**config.mk**
```make
export PLATFORM = sky130hd
export DESIGN_NAME = uart_tx_core
export DESIGN_NICKNAME = d
export VERILOG_FILES = /design/src/rtl/uart_tx_core.sv
export SDC_FILE = /design/constraint.sdc
export NUM_CORES = 1
export LEC_CHECK = 0
export BUFFER_PORTS_ARGS = -buffer_cell sky130_fd_sc_hd__buf_2
export CORE_MARGIN = 4
export CORE_UTILIZATION = 59
export CTS_BUF_LIST = sky130_fd_sc_hd__clkbuf_2 sky130_fd_sc_hd__clkbuf_4 sky130_fd_sc_hd__clkbuf_8
export CTS_CLUSTER_SIZE = 14
export DETAILED_ROUTE_END_ITERATION = 7
export GPL_ROUTABILITY_DRIVEN = 0
export MAX_ROUTING_LAYER = met4
export PLACE_DENSITY_LB_ADDON = 0.25
export SLEW_MARGIN = 20
export SYNTH_ARGS = -nofsm -noshare
export SYNTH_HDL_FRONTEND = slang
export SYNTH_SLANG_ARGS = --single-unit
```
**constraint.sdc**
```tcl
create_clock -name clk -period 2.6 [get_ports clk]
set_input_delay 0.52 -clock clk [delete_from_list [all_inputs] [get_ports clk]]
set_output_delay 0.52 -clock clk [all_outputs]
set_load 0.02 [all_outputs]
```
**src/rtl/uart_tx_core.sv**
```systemverilog
// uart_tx_core
// Serializes one parallel word per accepted request into a UART frame:
// start(0), data LSB-first, optional parity, stop(1). Each bit is held for
// the latched prescale count of clk cycles. All outputs come from flops.
module uart_tx_core #(
    parameter int DATA_WIDTH     = 8,
    parameter int PRESCALE_WIDTH = 6
) (
    input  logic                      clk,
    input  logic                      rstn,
    input  logic [DATA_WIDTH-1:0]     P_DATA,
    input  logic                      Data_Valid,
    input  logic                      PAR_EN,
    input  logic                      PAR_TYP,
    input  logic [PRESCALE_WIDTH-1:0] prescale,
    output logic                      TX_OUT,
    output logic                      busy,
    output logic                      tx_done
);

    // Bit index width; a 1-bit payload still needs a 1-bit index.
    localparam int BIT_W = (DATA_WIDTH > 1) ? $clog2(DATA_WIDTH) : 1;
    localparam logic [BIT_W-1:0]          LAST_BIT = BIT_W'(DATA_WIDTH - 1);
    localparam logic [BIT_W-1:0]          BIT_ONE  = BIT_W'(1);
    localparam logic [PRESCALE_WIDTH-1:0] PS_ONE   = PRESCALE_WIDTH'(1);

    typedef enum logic [2:0] {
        ST_IDLE   = 3'd0,
        ST_START  = 3'd1,
        ST_DATA   = 3'd2,
        ST_PARITY = 3'd3,
        ST_STOP   = 3'd4
    } state_t;

    state_t                      state_q,   state_d;
    logic [DATA_WIDTH-1:0]       data_q,    data_d;
    logic                        par_en_q,  par_en_d;
    logic                        par_typ_q, par_typ_d;
    logic [PRESCALE_WIDTH-1:0]   ps_q,      ps_d;
    logic [PRESCALE_WIDTH-1:0]   cnt_q,     cnt_d;
    logic [BIT_W-1:0]            bit_q,     bit_d;
    logic                        tx_q,      tx_d;
    logic                        busy_q,    busy_d;
    logic                        done_q,    done_d;

    // Helpers derived from the latched frame configuration.
    logic                        bit_end;
    logic                        parity_bit;
    logic [BIT_W-1:0]            bit_nxt;
    logic [PRESCALE_WIDTH-1:0]   ps_in;

    // A prescale of zero would never let a bit finish, so it behaves as one.
    assign ps_in      = (prescale == '0) ? PS_ONE : prescale;
    // Last cycle of the current bit period.
    assign bit_end    = (cnt_q == (ps_q - PS_ONE));
    // Even parity is the XOR of the data; odd parity is its complement.
    assign parity_bit = (^data_q) ^ par_typ_q;
    assign bit_nxt    = bit_q + BIT_ONE;

    // Next-state, counters and registered-output values for every state.
    always_comb begin
        state_d   = state_q;
        data_d    = data_q;
        par_en_d  = par_en_q;
        par_typ_d = par_typ_q;
        ps_d      = ps_q;
        cnt_d     = bit_end ? '0 : (cnt_q + PS_ONE);
        bit_d     = bit_q;
        tx_d      = tx_q;
        busy_d    = busy_q;
        done_d    = 1'b0;

        unique case (state_q)
            ST_IDLE: begin
                cnt_d  = '0;
                bit_d  = '0;
                tx_d   = 1'b1;
                busy_d = 1'b0;
                if (Data_Valid) begin
                    // Snapshot the whole frame configuration so later input
                    // changes only affect the next accepted frame.
                    data_d    = P_DATA;
                    par_en_d  = PAR_EN;
                    par_typ_d = PAR_TYP;
                    ps_d      = ps_in;
                    state_d   = ST_START;
                    tx_d      = 1'b0;
                    busy_d    = 1'b1;
                end
            end

            ST_START: begin
                if (bit_end) begin
                    state_d = ST_DATA;
                    bit_d   = '0;
                    tx_d    = data_q[0];
                end
            end

            ST_DATA: begin
                if (bit_end) begin
                    if (bit_q == LAST_BIT) begin
                        if (par_en_q) begin
                            state_d = ST_PARITY;
                            tx_d    = parity_bit;
                        end else begin
                            state_d = ST_STOP;
                            tx_d    = 1'b1;
                        end
                    end else begin
                        bit_d = bit_nxt;
                        tx_d  = data_q[bit_nxt];
                    end
                end
            end

            ST_PARITY: begin
                if (bit_end) begin
                    state_d = ST_STOP;
                    tx_d    = 1'b1;
                end
            end

            ST_STOP: begin
                if (bit_end) begin
                    state_d = ST_IDLE;
                    tx_d    = 1'b1;
                    busy_d  = 1'b0;
                    done_d  = 1'b1;
                end
            end

            default: begin
                // Illegal encoding: recover to an idle line.
                state_d = ST_IDLE;
                cnt_d   = '0;
                bit_d   = '0;
                tx_d    = 1'b1;
                busy_d  = 1'b0;
            end
        endcase
    end

    // State and datapath registers; reset forces an idle-high line at once.
    always_ff @(posedge clk or negedge rstn) begin
        if (!rstn) begin
            state_q   <= ST_IDLE;
            data_q    <= '0;
            par_en_q  <= 1'b0;
            par_typ_q <= 1'b0;
            ps_q      <= PS_ONE;
            cnt_q     <= '0;
            bit_q     <= '0;
            tx_q      <= 1'b1;
            busy_q    <= 1'b0;
            done_q    <= 1'b0;
        end else begin
            state_q   <= state_d;
            data_q    <= data_d;
            par_en_q  <= par_en_d;
            par_typ_q <= par_typ_d;
            ps_q      <= ps_d;
            cnt_q     <= cnt_d;
            bit_q     <= bit_d;
            tx_q      <= tx_d;
            busy_q    <= busy_d;
            done_q    <= done_d;
        end
    end

    assign TX_OUT  = tx_q;
    assign busy    = busy_q;
    assign tx_done = done_q;

endmodule

```
# Yosys cells after proc, flatten, opt, wreduce, memory -nomap -nowiden
# Index checks and enable logic that the tools add are counted.
# classes
addsub,3
magnitude_cmp,1
eq_ne,14
muxes,28
n_bitwise,3
reduce_logical,11
# ops
op,n
$mux W3,9
$mux W6,3
$pmux W3 S5,1
$ne A2 B2 Y1 const B,7
$mux W1,11
$pmux W3 S3,1
$reduce_xor A8 Y1,1
$add A6 B1 Y6 const B,1
$eq A3 B2 Y1 const B,2
$eq A3 B3 Y1 const B,2
$eq A6 B6 Y1,1
$logic_not A6 Y1,1
$reduce_and A6 Y1,1
$sub A6 B1 Y6 const B,1
$lt A3 B4 Y1 const B,1
$pmux W1 S4,1
$reduce_and A2 Y1,2
$reduce_and A4 Y1,1
$reduce_or A4 Y1,1
$add A3 B1 Y3 const B,1
$bmux W1 S3,1
$eq A3 B1 Y1 const B,1
$logic_not A3 Y1,1
$pmux W1 S3,1
6 further kinds,7
# word_totals
reg_bits,31
inputBits,19
out_inout_bits,3
wordCells,70

# Depth between registers and ports, before layout
# Gate-level depths: netlist of run 1.
# logic_depth
word_depth,6
ltp_mapped,7

# Worst setup path after synthesis of run 1
# OpenSTA, ideal clock, no wires.
# synth_path
kind,register to register
from,reg ps_q[0]
to,reg done_q (netlist: tx_done)
t_arrival_ns,1.914
t_required_ns,2.534
setup_slack_ns,0.620
path_stages_with_launch,8
path_buffers,0
path_cell_list,dfstp_2 > inv_1 > ha_1 > xor2_1 > nand2_1 > nor4_4 > and2_4 > and3_2
# synth_between
elab_chain_len,4
# synth_rtl
item,line_no,rtl
start: declaration,39,"logic [PRESCALE_WIDTH-1:0] ps_q, ps_d;"
start signal: assignment,162,ps_q <= ps_d;
$sub A6 B1 Y6,55,assign bit_end = (cnt_q == (ps_q - PS_ONE));
$eq A6 B6 Y1,55,
$mux W1,125,if (bit_end) begin
$mux W1,73,unique case (state_q)
net done_d,44,"logic done_q, done_d;"
end signal: assignment,167,done_q <= done_d;
end: declaration,44,
# The timed path passes the listed nets, and every way through them passes these cells.
# A chain may end at the register's enable or synchronous reset.

# Worst setup path after layout of run 1
# layout_path
from,reg ps_q[0]
to,reg state_q[0]
# layout_between
elab_chain_len,4
word_cells_on_any_way,7
# layout_rtl
item,line_no,rtl
$sub A6 B1 Y6 *,55,
$eq A6 B6 Y1 *,55,
$ne A2 B2 Y1 (no source line),n/a,
$reduce_and A6 Y1 (no source line) *,n/a,
end signal: assignment,158,state_q <= state_d;
end: declaration,35,"state_t state_q, state_d;"
# Mark *: on every way between the ends. The rest lies on a longest branch, timed or not.

==> results.json, run 1 <==
{
  "coreArea_um2": 2730,
  "finalCritPeriodShare": 0.851,
  "setup_slack_ns": 0.389,
  "seq_area_frac_synth": 0.461,
  "crit_type": "reg2reg",
  "ys_types": 39,
  "dr.pass1.iters": 4,
  "vias": 1200,
  "slew_viol_final": 0,
  "power_frac_comb": 0.495,
  "postSynthAreaPerCell_um2": 11.2,
  "path_clk_slew_ns": 0.10,
  "power_mw": 2.38,
  "required_ns": 2.83,
  "p_sw_uw": 947,
  "initial_core_util": 0.617,
  "num_rows": 19,
  "cts-root-buf": "clkbuf_4",
  "syn_inst": 151,
  "ys_warn_count": 0,
  "grt_setup_unrepaired": "no",
  "setup_viol": 0,
  "cts_buffer_depth": 2,
  "grt_use_total": 0.203,
  "irDropWorstVdd_v": 0.00108,
  "grt_pass1_vias": 1176,
  "fin_setup_tns_ns": 0,
  "grt_pass1_wl_um": 5380,
  "preCtsSetupSlack_ns": 0.402,
  "syn_nets": 174,
  "die_x_um": 61.5,
  "crit_arrival_ns": 2.44,
  "boundaryPins": 22,
  "wl_per_cell_um": 15.2,
  "seq_power_share": 0.387,
  "ant_nets": 0,
  "vias_per_cell": 5.74,
  "drc": 0,
  "die_h_um": 61.5,
  "status": "complete, no violations",
  "cts_hold_buf": 0,
  "port-buffer-count": 21,
  "internal-power_mw": 1.44,
  "antenna_found_initial": 0,
  "grt_max_degree": 32,
  "cts_buffers": 5,
  "p_sw_frac": 0.397,
  "wl_um": 3190,
  "drt_first_iter_violations": 93,
  "cts_tree": "done",
  "h-tree-depth": 2,
  "max_slew_margin": 0.540,
  "p_leak_nw": 0.849,
  "cts_sinks": 31,
  "drive_gt1_frac": 0.326,
  "cap_violations": 0,
  "hp-class": "in2async",
  "overflow": 0,
  "dpl.hpwl_um": 2520,
  "powerDensity_nw_per_um2": 1260,
  "synth_seq_cells": 31,
  "cts_setup_buffers": 0,
  "cts_resized": 0,
  "syn_area_um2": 1690,
  "startpoint_type": "flip-flop",
  "crit_path_max_fanout": 10,
  "area_growth_pct": 12.2,
  "post-route-min-period_ns": 2.21,
  "worst_pin_slew_ns": 0.690,
  "finalClockSkew_ns": 0.0107,
  "cp-end-kind": "flip-flop",
  "antennaDiodeCount": 0,
  "layout.nets": 200,
  "design_area_um2": 1890,
  "place_area_um2": 1830,
  "hold_violations": 0,
  "p_clk_frac": 0.118,
  "fmax_ghz": 0.452,
  "insertion_delay_ns": 0.32,
  "dieArea_um2": 3780
}
[state kept, by name, indices dropped and copies added, names as in the netlist]
| name | count |
|---|---|
| TX_OUT | 1 |
| bit_q | 3 |
| busy | 1 |
| cnt_q | 6 |
| data_q | 8 |
| par_en_q | 1 |
| par_typ_q | 1 |
| ps_q | 6 |
| state_q | 3 |
| tx_done | 1 |
[kinds of logic (layout without fill, tap and decap cells)]
group                    count (synthesis)  after routing  share of synthesized area
AO/OA/AOI/OAI                           22             22                      0.100
XOR/XNOR                                22             22                      0.127
adder cells (fa/ha/maj)                  4              4                     0.0297
buffers and inverters                   17             44                     0.0393
flip-flops                              31             31                      0.461
multiplexers                            16             16                      0.119
AND/OR/NAND/NOR                         39             39                      0.123
[cells in the final DEF (no fill, tap or decap), types with 6 or more instances in the layout]
master / Yosys / layout
dfrtp_1: 29 / 29
xnor2_1: 14 / 14
mux2_2: 13 / 13
buf_2: 2 / 21
nand2_1: 7 / 7
nand3_1: 6 / 6
inv_1: 13 / 13
clkbuf_4: 0 / 7
xor2_1: 6 / 6
nor2_1: 13 / 13
[power groups by stage]
stage / clock network [mW] / registers, mW / logic [mW]
floorplan: 0 / 0.874 / 0.986
global placement: 0 / 0.910 / 1.14
detailed placement: 0 / 0.932 / 1.19
CTS: 0.289 / 0.922 / 1.19
global route: 0.312 / 0.953 / 1.30
finish: 0.282 / 0.922 / 1.18
[routing by layer]
layer / track usage / vias to the layer above / share of wire
met3: 0.0503 / 2 / 0.059
met1: 0.249 / 585 / 0.41
li1: - / 579 / -
met2: 0.331 / 34 / 0.53
met5: - / - / 0
met4: 0.0636 / 0 / 0.0060
[critical path: stages, from the launching register on]
cell and delay (ns):
dfstp_2 0.57, inv_1 0.08, ha_1 0.30, xor2_1 0.14
nand2_1 0.10, nor4_4 0.49, a31oi_1 0.21, a211oi_2 0.25
[final timing paths]
kind | cells past startpoint | from | to | slack (ns)
setup reg to reg | 7 | ps_q[0] | state_q[0] | 0.39
hold / removal | 1 | rstn | data_q[1] | 0.23
max in group asynchronous | 1 | rstn | cnt_q[1] | 1.91
min in group clk | 3 | prescale[1] | ps_q[1] | 0.42
hold reg to reg | 1 | cnt_q[0] | cnt_q[0] | 0.54
setup / recovery | 7 | ps_q[0] | state_q[0] | 0.39
[per-stage QoR]
step / hold slack (ns) / utilization / cells
floorplan: 0.224 / - / 151
global placement: 0.506 / 0.671 / 201
detailed placement: 0.521 / 0.671 / 201
CTS: 0.244 / 0.692 / 209
global route: 0.261 / 0.692 / 209
finish: 0.229 / 0.692 / 209
[cell usage after synthesis]
cell type,instances,area share
o211a_1,1,0.0059
a21o_2,1,0.0052
nor4b_1,1,0.0052
a21o_1,1,0.0045
xnor3_1,1,0.013
and3_1,1,0.0037
mux2_2,13,0.087
nor3b_1,1,0.0045
ha_1,4,0.030
and2_4,1,0.0052
o21ai_0,5,0.015
a21oi_1,3,0.0089
nand3_1,6,0.018
a211oi_1,1,0.0045
nand4_1,1,0.0037
xnor2_2,1,0.0096
buf_2,2,0.0059
a31oi_1,2,0.0074
o32ai_1,3,0.016
o31ai_1,1,0.0045
nor4_4,1,0.013
clkbuf_1,2,0.0045
nor2_1,13,0.029
mux2i_1,1,0.0059
xnor2_1,14,0.073
dfstp_2,2,0.031
o32ai_2,1,0.0096
a211oi_2,1,0.0074
mux4_2,2,0.027
a31o_2,1,0.0052
xor2_1,6,0.031
nand2_1,7,0.016
dfrtp_1,29,0.43
inv_1,13,0.029
and3_2,1,0.0045
nor2_2,1,0.0037
or4_1,2,0.0089
a2111o_1,1,0.0067
nor3_1,3,0.0089
[area by class of cell]
type	instances	area (um^2)
repair buffers	23	120
clock inverters	1	5.00
inverters	13	48.8
clock buffers	7	52.6
fillers	198	842
well taps	31	38.8
flip-flops and latches	31	778
multi-input cells	103	848
Power figures use the tool's default switching activity.
==> inputs of run 2 (changes only) <==
--- a/config.mk
+++ b/config.mk
@@ -12,8 +12,8 @@
 export CTS_CLUSTER_SIZE = 14
 export DETAILED_ROUTE_END_ITERATION = 7
 export GPL_ROUTABILITY_DRIVEN = 0
-export MAX_ROUTING_LAYER = met4
 export PLACE_DENSITY_LB_ADDON = 0.25
+export RECOVER_POWER = 25
 export SLEW_MARGIN = 20
 export SYNTH_ARGS = -nofsm -noshare
 export SYNTH_HDL_FRONTEND = slang
==> constraint.sdc (replaced) <==
create_clock -name clk -period 2.6 [get_ports clk]
set_input_delay 0 -clock clk [delete_from_list [all_inputs] [get_ports clk]]
set_output_delay 0 -clock clk [all_outputs]
set_load 0.02 [all_outputs]
==> run 2 against run 1 <==
Effect of this change: the flow now finishes with violations (max-capacitance violations, max-slew violations); largest power group unchanged; largest cell class unchanged; critical path depth did not move; routed wire length rose by 14%; critical endpoint unchanged; global-route usage rose by 2.3 points; combinational power barely moved.
==> results.json, run 2 (synthesis results as in run 1) <==
{
  "final_cells": 226,
  "ant_nets": 0,
  "drt_first_iter_violations": 76,
  "grt_pass1_vias": 1322,
  "final_common_cell": "dfrtp_1",
  "drive_gt1_frac": 0.292,
  "hp-class": "in2reg",
  "die_x_um": 61.5,
  "antennaDiodeCount": 0,
  "drc": 0,
  "status": "finished, violations left",
  "p_leak_nw": 0.918,
  "crit_arrival_ns": 2.45,
  "cts-root-buf": "clkbuf_4",
  "hp-start": "Data_Valid",
  "cp-end-kind": "flip-flop",
  "layout.nets": 217,
  "antenna_found_initial": 0,
  "vias_per_cell": 5.73,
  "fmax_ghz": 0.451,
  "final_cell_mix": "29 x dfrtp_1, 20 x buf_2, 17 x dlygate4sd3_1",
  "required_ns": 2.83,
  "powerDensity_nw_per_um2": 1170,
  "overflow": 0,
  "vias": 1296,
  "crit_chain": "inv_1 > ha_1 > xor2_1 > nand2_1 > nor4_4 > a31oi_1 > a211oi_2",
  "initial_core_util": 0.617,
  "startpoint_type": "flip-flop",
  "dpl.hpwl_um": 2520,
  "fillers": 164,
  "grt_setup_unrepaired": "no",
  "hold_violations": 0,
  "irDropWorstVdd_v": 0.00106,
  "finalCritPeriodShare": 0.852,
  "cpPeakStageDelay_ns": 0.57,
  "setup_viol": 0,
  "area_growth_pct": 22.2,
  "violations": "max-capacitance violations, max-slew violations",
  "cp-startpoint": "ps_q[0]",
  "largest_register": "data_q",
  "grt_use_total": 0.226,
  "cap_violations": 1,
  "path_clk_slew_ns": 0.09,
  "slew_viol_final": 32,
  "grt_pass1_wl_um": 6110,
  "dr.pass1.iters": 5,
  "boundaryPins": 22,
  "cts_sinks": 31,
  "crit_slowest_cell": "dfstp_2",
  "reg_top3": "data_q (8), cnt_q (6), ps_q (6)",
  "dp.cells": 201,
  "crit_path_max_fanout": 10,
  "insertion_delay_ns": 0.32,
  "cts_setup_buffers": 0,
  "crit-reg2reg-launch": "ps_q[0]",
  "max_slew_margin": -0.0747,
  "grt_max_degree": 32,
  "post-route-min-period_ns": 2.21,
  "coreArea_um2": 2730,
  "largest_reg_flops": 8,
  "cts_tree": "done",
  "dieArea_um2": 3780,
  "wl_per_cell_um": 16.1,
  "wl_um": 3650,
  "crit_type": "reg2reg",
  "port-buffer-count": 21,
  "num_rows": 19,
  "finalClockSkew_ns": 0.00528,
  "h-tree-depth": 2,
  "cts_buffers": 5,
  "die_h_um": 61.5,
  "fin_setup_tns_ns": 0,
  "worst_pin_slew_ns": 1.61,
  "cts_buffer_depth": 2
}
run 2: cell count changes in the layout (fill, tap and decap cells not counted):
cell,delta
dlygate4sd3_1,+17
buf_2,-1
clkbuf_1,+1
run 2: final timing paths:
path / endpoint / slack, ns / cells after the start
setup / recovery: state_q[0] / 0.39 / 7
hold / removal: busy / 0.05 / 3
min in group asynchronous: data_q[1] / 0.61 / 2
hold reg to reg: cnt_q[0] / 0.54 / 1
setup reg to reg: state_q[0] / 0.39 / 7
max in group asynchronous: ps_q[5] / 1.05 / 2
run 2: per-stage QoR:
| step | setup WS (ns) | total power [mW] | hold slack, ns | utilization | area (um^2) |
|---|---|---|---|---|---|
| floorplan | 0.620 | 1.86 | -0.296 | - | 1690 |
| global placement | 0.522 | 2.05 | 0.0653 | 0.671 | 1830 |
| detailed placement | 0.402 | 2.12 | 0.0769 | 0.671 | 1830 |
| CTS | 0.363 | 2.42 | 0.0526 | 0.754 | 2060 |
| global route | 0.212 | 2.59 | 0.0682 | 0.754 | 2060 |
| finish | 0.385 | 2.42 | 0.0500 | 0.754 | 2060 |
run 2: timing repair:
| item | CTS | global route |
|---|---|---|
| resized for setup | 0 | 0 |
| hold buffers | 17 | 0 |
| hold endpoints to repair | 45 | 0 |
run 2: worst max-delay path, delay by kind of cell (launching register included):
kind / cells / cell delay (ns)
simple gates: 2 / 0.60
flops: 1 / 0.57
compound gates: 2 / 0.45
fa+ha+maj: 1 / 0.30
xor+xnor: 1 / 0.13
buf+inv: 1 / 0.07
run 2: per-layer routing:
layer,track usage,vias to the layer above,wire length (um)
li1,-,614,-
met1,0.262,630,1380
met2,0.409,44,2010
met3,0.0545,8,203
met4,0.0758,0,53
met5,0,-,0
run 2: cell type report:
type / instances / area (um^2) / area share
clock buffers: 7 / 52.6 / 0.0255
clock inverters: 1 / 5.00 / 0.00243
inverters: 13 / 48.8 / 0.0237
multi-input cells: 103 / 848 / 0.412
flip-flops and latches: 31 / 778 / 0.378
well taps: 31 / 38.8 / 0.0188
repair buffers: 40 / 289 / 0.140
run 2: report_power, final:
part / switching, mW / internal, mW
clock: 0.156 / 0.126
combinational: 0.581 / 0.630
sequential: 0.230 / 0.697
total: 0.967 / 1.45
